$ cat src/rtl/rotate_pkg.sv
// Shared constants and FSM encoding for the sequential right rotator.
package rotate_pkg;

  localparam int unsigned DEF_WIDTH = 8;
  localparam int unsigned DEF_AMT_W = 3;

  typedef enum logic [1:0] {
    IDLE  = 2'd0,
    SHIFT = 2'd1,
    DONE  = 2'd2
  } state_t;

endpackage

$ cat src/rtl/rotate_right_seq.sv
// Sequential rotate-right, one bit per cycle; inverse of the left rotator.
// Optional ROTR_SHIFT_MODE_EN adds a mode port selecting logical shift right.
module rotate_right_seq
  import rotate_pkg::*;
#(
  parameter int unsigned WIDTH = DEF_WIDTH,
  parameter int unsigned AMT_W = DEF_AMT_W
) (
  input  logic             clk,
  input  logic             reset,
  input  logic             start,
  input  logic [WIDTH-1:0] data_in,
  input  logic [AMT_W-1:0] amount,
`ifdef ROTR_SHIFT_MODE_EN
  input  logic             mode,
`endif
  output logic [WIDTH-1:0] data_out,
  output logic             busy,
  output logic             done
);

  state_t           state;
  logic [AMT_W-1:0] counter;
  logic             fill_bit;

`ifdef ROTR_SHIFT_MODE_EN
  logic fill_zero;

  always_comb begin
    fill_bit = fill_zero ? 1'b0 : data_out[0];
  end
`else
  always_comb begin
    fill_bit = data_out[0];
  end
`endif

  always_ff @(posedge clk) begin
    if (reset) begin
      state    <= IDLE;
      data_out <= '0;
      counter  <= '0;
      busy     <= 1'b0;
      done     <= 1'b0;
`ifdef ROTR_SHIFT_MODE_EN
      fill_zero <= 1'b0;
`endif
    end else begin
      case (state)
        IDLE: begin
          done <= 1'b0;
          if (start) begin
            data_out <= data_in;
            counter  <= amount;
            busy     <= 1'b1;
`ifdef ROTR_SHIFT_MODE_EN
            fill_zero <= mode;
`endif
            // A zero count skips SHIFT entirely so done follows one cycle later.
            if (amount != '0) begin
              state <= SHIFT;
            end else begin
              state <= DONE;
              done  <= 1'b1;
            end
          end
        end

        SHIFT: begin
          data_out <= {fill_bit, data_out[WIDTH-1:1]};
          counter  <= counter - AMT_W'(1);
          if (counter == AMT_W'(1)) begin
            state <= DONE;
            done  <= 1'b1;
          end
        end

        DONE: begin
          state <= IDLE;
          busy  <= 1'b0;
          done  <= 1'b0;
        end

        default: begin
          state <= IDLE;
          busy  <= 1'b0;
          done  <= 1'b0;
        end
      endcase
    end
  end

endmodule

$ cat config.mk
export PLATFORM = sky130hd
export DESIGN_NAME = rotate_right_seq
export DESIGN_NICKNAME = d
export VERILOG_FILES = /design/src/rtl/rotate_pkg.sv /design/src/rtl/rotate_right_seq.sv
export SDC_FILE = /design/constraint.sdc
export NUM_CORES = 1
export LEC_CHECK = 0
export ABC_AREA = 1
export ABC_CLOCK_PERIOD_IN_PS = 1200
export CAP_MARGIN = 20
export CORE_MARGIN = 4
export CORE_UTILIZATION = 45
export CTS_CLUSTER_DIAMETER = 60
export CTS_CLUSTER_SIZE = 40
export DETAILED_ROUTE_END_ITERATION = 10
export PLACE_DENSITY = 0.77
export SYNTH_ARGS = -nofsm -noshare
export SYNTH_HDL_FRONTEND = slang
export SYNTH_SLANG_ARGS = --single-unit
$ cat constraint.sdc
create_clock -name clk -period 1.2 [get_ports clk]
set_input_delay 0.12 -clock clk [delete_from_list [all_inputs] [get_ports clk]]
set_output_delay 0.12 -clock clk [all_outputs]
set_load 0.1 [all_outputs]
==> results of run 1 <==
[report_power, final]
group | switching, mW | leakage [nW] | internal, mW
clock | 0.180 | 0.0177 | 0.124
sequential | 0.0479 | 0.128 | 0.552
combinational | 0.383 | 0.399 | 0.231
total | 0.610 | 0.544 | 0.907
[per-layer routing]
metal | GRT usage (%) | up-vias | part of all wire (%)
met2 | 26.7 | 36 | 48
met4 | 9.42 | 0 | 3.1
li1 | - | 433 | -
met1 | 18.8 | 366 | 43
met5 | 0 | - | 0
met3 | 2.08 | 13 | 5.1
[placed cells by master (no fill, tap or decap)]
cell type        instances
o21ai_0                 12
dfxtp_1                  4
buf_4                    4
clkbuf_4                 3
nand3_1                  3
buf_12                  10
nor2_2                   8
nand3b_1                 1
nand2_1                 31
clkinv_2                 1
a21oi_1                  2
nor3_1                   1
clkdlybuf4s50_1         13
nor2_1                  25
dfxtp_2                 11
ha_1                     2
nand2_4                  2
inv_1                   18
inv_2                    1
nand4_1                  1
[logic make-up after synthesis]
kind of cell | count (synthesis) | synth area share, %
flip-flops | 15 | 37.0
buffers and inverters | 23 | 12.6
adder cells (fa/ha/maj) | 2 | 3.08
AND/OR/NAND/NOR | 72 | 38.7
AO/OA/AOI/OAI | 14 | 8.63
[what timing repair did]
| action | CTS | global route |
|---|---|---|
| hold buffers | 0 | 0 |
| gates resized for setup | 0 | 2 |
| endpoints found under the hold margin | 0 | 0 |
| setup endpoints to repair | 0 | 8 |
[cells in the mapped netlist (all sizes together)]
cell / number
nand2: 33
nor2: 33
inv: 19
dfxtp: 15
o21ai: 12
buf: 3
nand3: 3
a21oi: 2
ha: 2
clkbuf: 1
nand3b: 1
nand4: 1
nor3: 1
[how the worst min path moves through the flow]
stage | start | to | slack, ns
finish | state[1] | busy | 0.47
global route | state[1] | busy | 0.48
CTS | state[1] | busy | 0.49
detailed placement | state[1] | busy | 0.47
global placement | state[1] | busy | 0.48
floorplan | start | counter[1] | 0.33
[sequential cells by signal, summed over array words and instances, names as in the netlist]
signal / cells
counter: 3
state: 2
done: 1
busy: 1
data_out: 8
[through the flow]
stage          std cells  TNS [ns]  instance area, µm²  util [%]  power [mW]
4_1_cts              178         0                1210      70.2        1.52
6_report             178         0                1220      70.4        1.52
2_1_floorplan        126         0                 825         -        1.00
3_3_place_gp         174    -0.705                1180      68.6        1.21
3_5_place_dp         174     -1.14                1180      68.6        1.22
5_1_grt              178         0                1220      70.4        1.58
[final cells by class]
| cell class | instances | area, µm² | share of cell area [%] |
|---|---|---|---|
| timing repair buffer | 27 | 360 | 29.6 |
| clock buffer | 3 | 22.5 | 1.85 |
| inverter | 19 | 71.3 | 5.86 |
| clock inverter | 1 | 5.00 | 0.412 |
| tap | 25 | 31.3 | 2.57 |
| sequential | 15 | 314 | 25.8 |
| multi-input combinational | 88 | 412 | 33.8 |
==> reports/qor.txt, run 1 <==
nets: 170
initial core utilization: 47.0%
worst-case hold slack: 0.471 ns
first-pass GRT wire length: 3.07 mm
Worst Path Required: 1.40 ns
gr ovfl total: 0
TritonCTS Sinks: 15
syn_nets: 142
RSZ-0062 raised after global routing: false
antenna violations before repair: 0
CTS clk-pin slew, worst paths: 0.10 ns
die width: 50.5 µm
Worst path top cell family by delay: flip-flops
I/O pins: 24
Startpoint Class: flop
CP endpoint: counter[2]
number of max-slew violations in the final report: 0
Clock Tree Root: clkbuf_4
share of cells above drive strength 1: 26.1%
R2R cell count: 8
most used cell, CP: inv_1
register area share after synthesis: 37.0%
Worst Hold Depth: 1
CP Max Fanout: 4
cell row count: 15
n_diodes: 0
Cell Chain, Critical Path: inv_1 -> ha_1 -> inv_1 -> nand2_1 -> nand3_1 -> nand3_1 -> nand2_1 -> inv_1
clk_skew: 0.00427 ns
r2r endpoint: counter[2]
DRC: 0
Layout area overhead: 49.8%
DR WL/cell: 10.7 µm
Mean Syn Cell Area: 6.44 µm²
core area: 1730 µm²
post-CTS setup buffer count: 0
VDD IR max: 0.000930 V
pin count of the biggest net entering global routing: 13
die footprint: 2550 µm²
fmax: 897 MHz
DP HPWL: 1.46 mm
flops & latches, synth: 15
leak pwr: 0.544 nW
Worst-Skew Late Latency: 0.29 ns
WL final: 1.90 mm
Mapped Area: 812 µm²
Final setup viols: 0
vias in the first global route: 765
CP Launch Point: counter[0]
Critical Path End Type: flop
H-tree levels: 1
part of the cycle the worst path needs: 92.9%
worst min-delay path class: reg -> reg
top post-synthesis cells by area: dfxtp_1 (37%), nand2_1 (14%), nor2_1 (12%)
Hold Violations, Final: 0
Antenna Violating Nets Remaining: 0
Gate Count Post-Synth: 126
PD cells: 1250 nW/µm²
slowest CP cell: dfxtp_1
CTS tree: done
slowest stage delay, CP: 0.38 ns
leading area contributor after synthesis: dfxtp_1
drt initial violations: 25
status: finished, final reports clean
critical path depth: 8
Yosys Warn Count: 0
routability cong.: 0.848
post-synth top area share: 37.0%
measured slew at the worst slew-check pin: 0.260 ns
Post-Place Worst Slack: -0.151 ns
Worst EP arrival: 1.32 ns
Via density: 4.76
count of cell types in the netlist: 17
CP Buf/Inv Count: 3
maxcap violations: 0
Max clock buf depth: 2
die height: 50.5 µm
number of I/O port buffers: 23
number of buffers created by CTS: 3
# fillers: 147
DR pass1 iterations: 5
GRT Util Overall: 15.8%
Reg2Reg Setup Slack: 0.08 ns
Vias: 848
Tmin final: 1.12 ns
final worst slack: 0.0847 ns
crit path kind: reg -> reg
Slew HR: 82.6%
Reg2Reg Launch Point: counter[0]
Power figures use the tool's default switching activity.
==> run 2: changes to the inputs <==
--- a/config.mk
+++ b/config.mk
@@ -7,13 +7,14 @@
 export LEC_CHECK = 0
 export ABC_AREA = 1
 export ABC_CLOCK_PERIOD_IN_PS = 1200
-export CAP_MARGIN = 20
+export CAP_MARGIN = 10
 export CORE_MARGIN = 4
 export CORE_UTILIZATION = 45
 export CTS_CLUSTER_DIAMETER = 60
 export CTS_CLUSTER_SIZE = 40
 export DETAILED_ROUTE_END_ITERATION = 10
 export PLACE_DENSITY = 0.77
+export SKIP_CTS_REPAIR_TIMING = 1
 export SYNTH_ARGS = -nofsm -noshare
 export SYNTH_HDL_FRONTEND = slang
 export SYNTH_SLANG_ARGS = --single-unit
==> results of run 2 <==
Same layout as run 1: the final DEF is identical, and so are final timing and power.
